--- src/rtl/keypad_encoder_sync.sv ---
// keypad_encoder_sync: synchronised, debounced one-hot keypad encoder with press strobe and multi-key error
module keypad_encoder_sync #(
    parameter int N_KEYS = 10,
    parameter int DEBOUNCE_CYCLES = 4,
    localparam int CODE_W = $clog2(N_KEYS)
) (
    input  logic              clock,
    input  logic              resetn,
    input  logic [N_KEYS-1:0] keyboard,
    input  logic              enablen,
    output logic [CODE_W-1:0] BCD,
    output logic              valid,
    output logic              strobe,
    output logic              error
);
    localparam int CNT_W = $clog2(DEBOUNCE_CYCLES + 1);

    typedef enum logic [2:0] {IDLE, DEBOUNCE, PRESSED, LOCKOUT, RELEASE} state_t;

    state_t state, state_n;
    logic [N_KEYS-1:0] sync1, ks, cap, cap_n;
    logic [CNT_W-1:0] cnt, cnt_n;
    logic [CODE_W-1:0] bcd_n, idx;
    logic valid_n, strobe_n, error_n, single, counting;

    assign single = (cap != '0) && ((cap & (cap - 1'b1)) == '0);
    assign counting = cnt < CNT_W'(DEBOUNCE_CYCLES - 1);

    always_comb begin
        idx = '0;
        for (int i = 0; i < N_KEYS; i++)
            if (cap[i]) idx = CODE_W'(i);
    end

    always_comb begin
        state_n = state;
        cnt_n = cnt;
        cap_n = cap;
        bcd_n = BCD;
        valid_n = valid;
        strobe_n = 1'b0;
        error_n = error;
        unique case (state)
            IDLE: if (ks != '0 && !enablen) begin
                cap_n = ks;
                cnt_n = '0;
                state_n = DEBOUNCE;
            end
            DEBOUNCE: if (enablen || ks == '0) state_n = IDLE;
            else if (ks != cap) begin
                cap_n = ks;
                cnt_n = '0;
            end else if (counting) cnt_n = cnt + 1'b1;
            else if (single) begin
                bcd_n = idx;
                valid_n = 1'b1;
                strobe_n = 1'b1;
                state_n = PRESSED;
            end else begin
                error_n = 1'b1;
                state_n = LOCKOUT;
            end
            PRESSED: if (ks != cap) begin
                cnt_n = '0;
                state_n = RELEASE;
            end
            LOCKOUT: if (ks == '0) begin
                cnt_n = '0;
                state_n = RELEASE;
            end
            RELEASE: if (ks != '0) cnt_n = '0;
            else if (counting) cnt_n = cnt + 1'b1;
            else begin
                valid_n = 1'b0;
                error_n = 1'b0;
                state_n = IDLE;
            end
            default: state_n = IDLE;
        endcase
    end

    always_ff @(posedge clock or negedge resetn) begin
        if (!resetn) begin
            sync1 <= '0;
            ks <= '0;
            state <= IDLE;
            cnt <= '0;
            cap <= '0;
            BCD <= '0;
            valid <= 1'b0;
            strobe <= 1'b0;
            error <= 1'b0;
        end else begin
            sync1 <= keyboard;
            ks <= sync1;
            state <= state_n;
            cnt <= cnt_n;
            cap <= cap_n;
            BCD <= bcd_n;
            valid <= valid_n;
            strobe <= strobe_n;
            error <= error_n;
        end
    end
endmodule

--- config.mk ---
export PLATFORM = sky130hd
export DESIGN_NAME = keypad_encoder_sync
export DESIGN_NICKNAME = d
export VERILOG_FILES = /design/src/rtl/keypad_encoder_sync.sv
export SDC_FILE = /design/constraint.sdc
export NUM_CORES = 1
export LEC_CHECK = 0
export ABC_AREA = 1
export BUFFER_PORTS_ARGS = -buffer_cell sky130_fd_sc_hd__buf_4
export CAP_MARGIN = 10
export CORE_MARGIN = 2
export CORE_UTILIZATION = 61
export CTS_BUF_LIST = sky130_fd_sc_hd__clkbuf_8
export DETAILED_ROUTE_END_ITERATION = 6
export PLACE_DENSITY = 0.86
export SLEW_MARGIN = 15
export SYNTH_ARGS = -nofsm -noshare
export SYNTH_HDL_FRONTEND = slang
export SYNTH_SLANG_ARGS = --single-unit
--- constraint.sdc ---
create_clock -name clock -period 1.6 [get_ports clock]
set_clock_uncertainty 0.05 [all_clocks]
set_input_delay 0.32 -clock clock [delete_from_list [all_inputs] [get_ports clock]]
set_output_delay 0.32 -clock clock [all_outputs]
set_load 0.005 [all_outputs]
==> results of run 1 <==
## synth_stat cells, types with 3 or more instances
cell type	instances
a21oi_1	5
dfrtp_1	43
inv_1	33
inv_2	7
nand2_1	82
nand2_2	6
nand3_1	12
nand3_2	4
nand4_1	4
nor2_1	20
nor2_2	8
nor2_4	3
o21ai_0	11
o21ai_1	3
o21ai_2	12
xnor2_1	3
## report_power, final
part / internal [uW] / switching [uW]
clock: 465 / 406
combinational: 793 / 1270
sequential: 1260 / 252
total: 2520 / 1930
## final cells by class
type / instances / area [um2] / share of cell area, %
timing repair buffer: 48 / 404 / 14.1
sequential: 43 / 1080 / 37.8
multi-input combinational: 182 / 1060 / 36.9
inverter: 41 / 154 / 5.36
tap: 46 / 57.6 / 2.01
clock buffer: 5 / 68.8 / 2.40
clock inverter: 3 / 43.8 / 1.53
## flip-flops by register name, summed over array words and instances, names as in the netlist
signal and count:
sync1 10, valid 1, cap 10, BCD 4, ks 10, state 3
error 1, strobe 1, cnt 3
## timing repair
| action | CTS | global route |
|---|---|---|
| setup buffers | 7 | 7 |
| cloned | 0 | 1 |
| setup endpoints to repair | 20 | 23 |
| gates resized for setup | 20 | 24 |
| hold endpoints to repair | 43 | 0 |
| hold buffers | 1 | 0 |
| pin swaps | 20 | 11 |
## cell families (layout without fill, tap and decap cells)
group	after synthesis	in the layout	synth area share [%]
AO/OA/AOI/OAI	33	33	9.70
adder cells (fa/ha/maj)	1	1	0.567
buffers and inverters	44	97	8.23
XOR/XNOR	5	5	1.99
flip-flops	43	43	48.8
AND/OR/NAND/NOR	143	143	30.7
## per-layer routing
metal	track usage [%]	up-vias
li1	-	941
met1	41.2	1028
met2	51.8	194
met3	6.87	69
met4	14.9	0
met5	0	-
## final timing paths
path                                 end  slack (ns)  depth (start not counted)
worst max-delay path            state[0]       -0.38                          9
worst min-delay path            sync1[2]        0.06                          1
min in group asynchronous         cap[2]        0.47                          2
worst min register to register     ks[5]        0.30                          0
worst max register to register  state[0]       -0.38                          9
max in group asynchronous         cap[5]        0.63                          2
## critical path, delay by kind of cell, from the launching register on
family	cells	cell delay, ns
compound gates	2	0.43
buf+inv	2	0.32
flops	1	0.42
simple gates	5	0.63
## metrics by stage
stage | total power (uW) | hold slack, ns | instances | cell area [um2] | TNS (ns)
3_3_place_gp | 2960 | 0.276 | 344 | 2490 | -0.0129
4_1_cts | 3990 | 0.0744 | 360 | 2720 | -0.777
5_1_grt | 4650 | 0.0506 | 368 | 2870 | -7.72
6_report | 4450 | 0.0632 | 368 | 2870 | -6.00
3_5_place_dp | 3030 | 0.286 | 344 | 2490 | -0.238
2_1_floorplan | 2550 | -0.0256 | 269 | 2200 | 0
==> flow_summary.json, run 1 <==
{
  "outcome": "finished, violations left",
  "violations": "design-rule violations, negative setup slack",
  "drt_pass1_iterations": 7,
  "grt_use_total_pct": 32.0,
  "place_ws_ns": -0.0451,
  "drt_wl_total_um": 7170,
  "initial_core_util_pct": 64.5,
  "slowest_stage": "dfrtp_1",
  "worstPathArrival_ns": 2.11,
  "crit_chain": "inv_1 -> o21ai_2 -> inv_1 -> nand2_1 -> o21ai_2 -> nor2_2 -> nand3_2 -> nand2_1 -> nand2_1",
  "dr.first_iter.drc_count": 300,
  "cts-root-buf": "clkbuf_8",
  "coreArea_um2": 3420,
  "clk_latency_ns": 0.31,
  "setup_viol": 23,
  "slew_violations": 0,
  "tightest_slew_ns": 0.523,
  "gp_congestion": 0.904,
  "leakagePower_uw": 0.00145,
  "slowest_delay_ns": 0.42,
  "ant_nets": 0,
  "overflow": 0,
  "max_freq_mhz": 506,
  "wl_met3_um": 819,
  "drv_cap": 0,
  "final.period_utilization_pct": 124,
  "grt_max_degree": 44,
  "ys.flop_type": "dfrtp_1",
  "path_common_cell": "nand2_1",
  "worst-setup-path-type": "reg -> reg",
  "grt_pass1_wl_um": 9880,
  "hp-start": "keyboard[2]",
  "synth_area_leaders": "dfrtp_1, nand2_1, inv_1",
  "cp-start-kind": "flop",
  "cts_max_path_buffers": 2,
  "viasPerCell": 6.07,
  "layout_min_cycle_time_ns": 1.98,
  "portBuffers": 19,
  "max-vdd-ir-drop_uv": 977,
  "holdCritPathClass": "in -> reg",
  "diodes": 0,
  "mostFrequentLayoutCell": "nand2_1",
  "crit_start": "cnt[1]",
  "hpwlAfterDp_um": 3360,
  "synth_nets": 283,
  "io_pins": 20,
  "maxSlewHeadroom_pct": 65.1,
  "finalCoreUtilization_pct": 84.0,
  "synth_area_um2": 2200,
  "synth.top_cell.area_share_pct": 48.8,
  "htreeDepth": 2,
  "layout_common_cells": "nand2_1, buf_4, dfrtp_1",
  "cp_max_fo": 5,
  "drive_gt1_share_pct": 39.1,
  "avgSynthCellArea_um2": 8.20,
  "wl_per_cell_um": 19.5,
  "final_hold_viol_count": 0,
  "nets": 335,
  "die_area_um2": 4110,
  "async_reset_ff_share_pct": 100,
  "r2r-start": "cnt[1]",
  "synthCells": 269,
  "maxUsedRoutingLayer": "met4",
  "numCtsBuffers": 5,
  "met2_wirelength_um": 3200,
  "drc": 27,
  "dieHeight_um": 64.1,
  "vias": 2232,
  "clkTransAtPathRegs_ns": 0.09,
  "yosysUniqueCellTypes": 27,
  "antenna_found_initial": 0,
  "die_w_um": 64.1,
  "crit_required_ns": 1.73,
  "synth_top_area_cell": "dfrtp_1",
  "area_delta_synth_final_pct": 30.1,
  "clock-sinks": 43,
  "synth-seq-area-share_pct": 48.8,
  "cts_tree": "yes",
  "fillers": 176,
  "end_kind": "flop",
  "fin_ws_ns": -0.378,
  "rsz0062_at_grt": "yes",
  "power_density_nw_per_um2": 1550,
  "yosysWarnings": 0,
  "synth-edff-count": 0,
  "wl_met1_um": 2560,
  "rows": 21,
  "grt_pass1_vias": 1996,
  "ys_seq_elements": 43
}
(Power assumes the default switching activity.)
==> inputs of run 2 (changes only) <==
--- a/config.mk
+++ b/config.mk
@@ -5,14 +5,14 @@
 export SDC_FILE = /design/constraint.sdc
 export NUM_CORES = 1
 export LEC_CHECK = 0
-export ABC_AREA = 1
+export ABC_AREA = 0
 export BUFFER_PORTS_ARGS = -buffer_cell sky130_fd_sc_hd__buf_4
 export CAP_MARGIN = 10
 export CORE_MARGIN = 2
-export CORE_UTILIZATION = 61
+export CORE_UTILIZATION = 60
 export CTS_BUF_LIST = sky130_fd_sc_hd__clkbuf_8
 export DETAILED_ROUTE_END_ITERATION = 6
-export PLACE_DENSITY = 0.86
+export PLACE_DENSITY = 0.85
 export SLEW_MARGIN = 15
 export SYNTH_ARGS = -nofsm -noshare
 export SYNTH_HDL_FRONTEND = slang
==> run 2 against run 1 <==
Net effect:
- the run ends with negative setup slack left
- core utilization grew 5.6 points
- design area shrank 5.5%
- critical path depth shrank 3
- clock-buffer cell count is the same
- register-to-register slack lost 0.24 ns
- area after synthesis shrank 14%
- sequential share of layout area grew 2.0 points
- non-clock buffer count grew 16
- synthesized cell count shrank 42%
- largest cell class unchanged
- largest power group unchanged
==> flow_summary.json, run 2 <==
{
  "synth.top_cell.area_share_pct": 56.6,
  "hold_depth": 1,
  "rows": 20,
  "max-vdd-ir-drop_uv": 1090,
  "cts_max_path_buffers": 2,
  "coreArea_um2": 3030,
  "clkTransAtPathRegs_ns": 0.09,
  "portBuffers": 19,
  "vias": 1648,
  "max_freq_mhz": 451,
  "die_w_um": 60.3,
  "synth-edff-count": 0,
  "tightest_slew_ns": 0.709,
  "ff2ff_setup_slack_ns": -0.62,
  "wl_met3_um": 326,
  "dr.first_iter.drc_count": 131,
  "yosysMostFrequentCell": "dfrtp_1",
  "hp-start": "keyboard[7]",
  "wl_per_cell_um": 19.6,
  "htreeDepth": 2,
  "slew_violations": 0,
  "nets": 238,
  "numCtsBuffers": 5,
  "layout_min_cycle_time_ns": 2.22,
  "multi_input_area_um2": 945,
  "gp_congestion": 0.861,
  "fillers": 121,
  "area_delta_synth_final_pct": 42.7,
  "cp_max_fo": 5,
  "drc": 0,
  "final_area_um2": 2710,
  "final.period_utilization_pct": 138,
  "min_to": "sync1[7]",
  "clk_latency_ns": 0.31,
  "initial_core_util_pct": 62.8,
  "wl_met1_um": 1900,
  "outcome": "finished, violations left",
  "antenna_found_initial": 0,
  "grt_max_degree": 44,
  "fin_tns_setup_ns": -12.51,
  "holdCritPathClass": "in -> reg",
  "viasPerCell": 6.13,
  "end_kind": "flop",
  "r2r-start": "ks[1]",
  "ys_seq_elements": 43,
  "fin_ws_ns": -0.615,
  "synth_area_um2": 1900,
  "dieHeight_um": 60.3,
  "grt_pass1_wl_um": 7570,
  "maxUsedRoutingLayer": "met4",
  "leakagePower_uw": 0.00125,
  "dp.cells": 251,
  "grt_pass1_vias": 1655,
  "synth-seq-area-share_pct": 56.6,
  "drt_pass1_iterations": 6,
  "clock-sinks": 43,
  "netlist_top_cells_count": "dfrtp_1, mux2_2, nor2_1",
  "met2_wirelength_um": 2730,
  "ys.flop_type": "dfrtp_1",
  "die_area_um2": 3630,
  "synth_nets": 170,
  "regArea_um2": 1080,
  "synth_top_area_cell": "dfrtp_1",
  "io_pins": 20,
  "setup_viol": 23,
  "diodes": 0,
  "layout_common_cells": "buf_4, dfrtp_1, xor2_1, mux2_2, nor2_1",
  "mostFrequentLayoutCell": "buf_4",
  "crit_required_ns": 1.75,
  "async_reset_ff_share_pct": 100,
  "synth_area_leaders": "dfrtp_1, mux2_2, xor2_1",
  "placed_cell_area_um2": 2380,
  "finalCoreUtilization_pct": 89.5,
  "whs_ns": 0.0616,
  "grt_use_total_pct": 29.3,
  "yosysWarnings": 0,
  "power_density_nw_per_um2": 1650,
  "final_hold_viol_count": 0,
  "violations": "negative setup slack",
  "avgSynthCellArea_um2": 12.2,
  "overflow": 0,
  "drive_gt1_share_pct": 52.0,
  "worst-setup-path-type": "reg -> reg",
  "cts-root-buf": "clkbuf_8",
  "synthCells": 156,
  "maxSlewHeadroom_pct": 52.8,
  "cts_tree": "yes",
  "rr_endpoint": "BCD[3]",
  "rsz0062_at_grt": "yes",
  "yosysUniqueCellTypes": 43,
  "cp-start-kind": "flop",
  "instances_no_fill": 269,
  "drv_cap": 0,
  "drt_wl_total_um": 5270,
  "rr_worst_depth": 6,
  "hpwlAfterDp_um": 2970,
  "ant_nets": 0,
  "top_regs": "cap: 10 flops, ks: 10 flops, sync1: 10 flops",
  "worstPathArrival_ns": 2.37
}
## run 2: cell count changes after synthesis, sizes merged, moves of 8 or more
cell   before  now
o21ai      26    7
nand2      88    7
mux2        0   15
inv        40    5
xor2        2   10
nand3      17    5
nor2       31   11
## run 2: layout make-up
cell class                      count  area share, %
Clock inverter                      3          0.969
Clock buffer                        5           2.54
Inverter                            5          0.692
Tap cell                           44           2.03
Multi-Input combinational cell    105           34.8
Sequential cell                    43           39.8
Timing Repair Buffer               64           19.2
## run 2: metrics by stage
step	total power (uW)	setup WS (ns)
after detailed placement	3250	-0.620
after floorplan	2430	-0.570
after CTS	4150	-0.564
final	4470	-0.615
after global placement	3120	-0.544
after global routing	4680	-0.730
## run 2: timing repair
item / CTS / global route
pin swaps: 14 / 9
endpoints found under the setup margin: 23 / 23
buffers inserted: 7 / 2
hold buffers: 1 / 0
resized for setup: 20 / 16
endpoints found under the hold margin: 43 / 0
## run 2: layer usage
layer | global-route usage (%) | up-vias
met4 | 19.0 | 0
met1 | 32.3 | 822
met2 | 50.8 | 89
met5 | 0 | -
met3 | 6.06 | 41
li1 | - | 696
## run 2: worst max path at each step
stage            from  endpoint  slack [ns]  cells after the start
2_1_floorplan  cap[7]    BCD[0]       -0.57                      8
3_3_place_gp   cap[0]    BCD[0]       -0.54                      6
3_5_place_dp   cap[0]    BCD[3]       -0.62                      6
4_1_cts         ks[1]    cnt[2]       -0.56                      8
5_1_grt         ks[5]    BCD[3]       -0.73                      6
6_report        ks[1]    BCD[3]       -0.62                      6
## run 2: critical path, stage by stage, from the launching register on
cell	delay (ns)
dfrtp_1	0.42
xor2_1	0.17
nor4_2	0.40
nand3_1	0.19
or3_4	0.37
nand2b_4	0.19
mux2_4	0.31
## run 2: where the power goes
part | internal (uW) | total [uW] | switching (uW)
logic | 1150 | 2250 | 1090
clock network | 321 | 725 | 404
registers | 1290 | 1500 | 207
## run 2: cell families (layout without fill, tap and decap cells)
family | count (synthesis) | after routing | synth area share (%)
simple gates | 43 | 43 | 12.3
xor+xnor | 11 | 11 | 5.07
mux | 16 | 16 | 10.2
buf+inv | 8 | 77 | 2.04
compound gates | 33 | 33 | 12.6
flops | 43 | 43 | 56.6
fa+ha+maj | 2 | 2 | 1.18
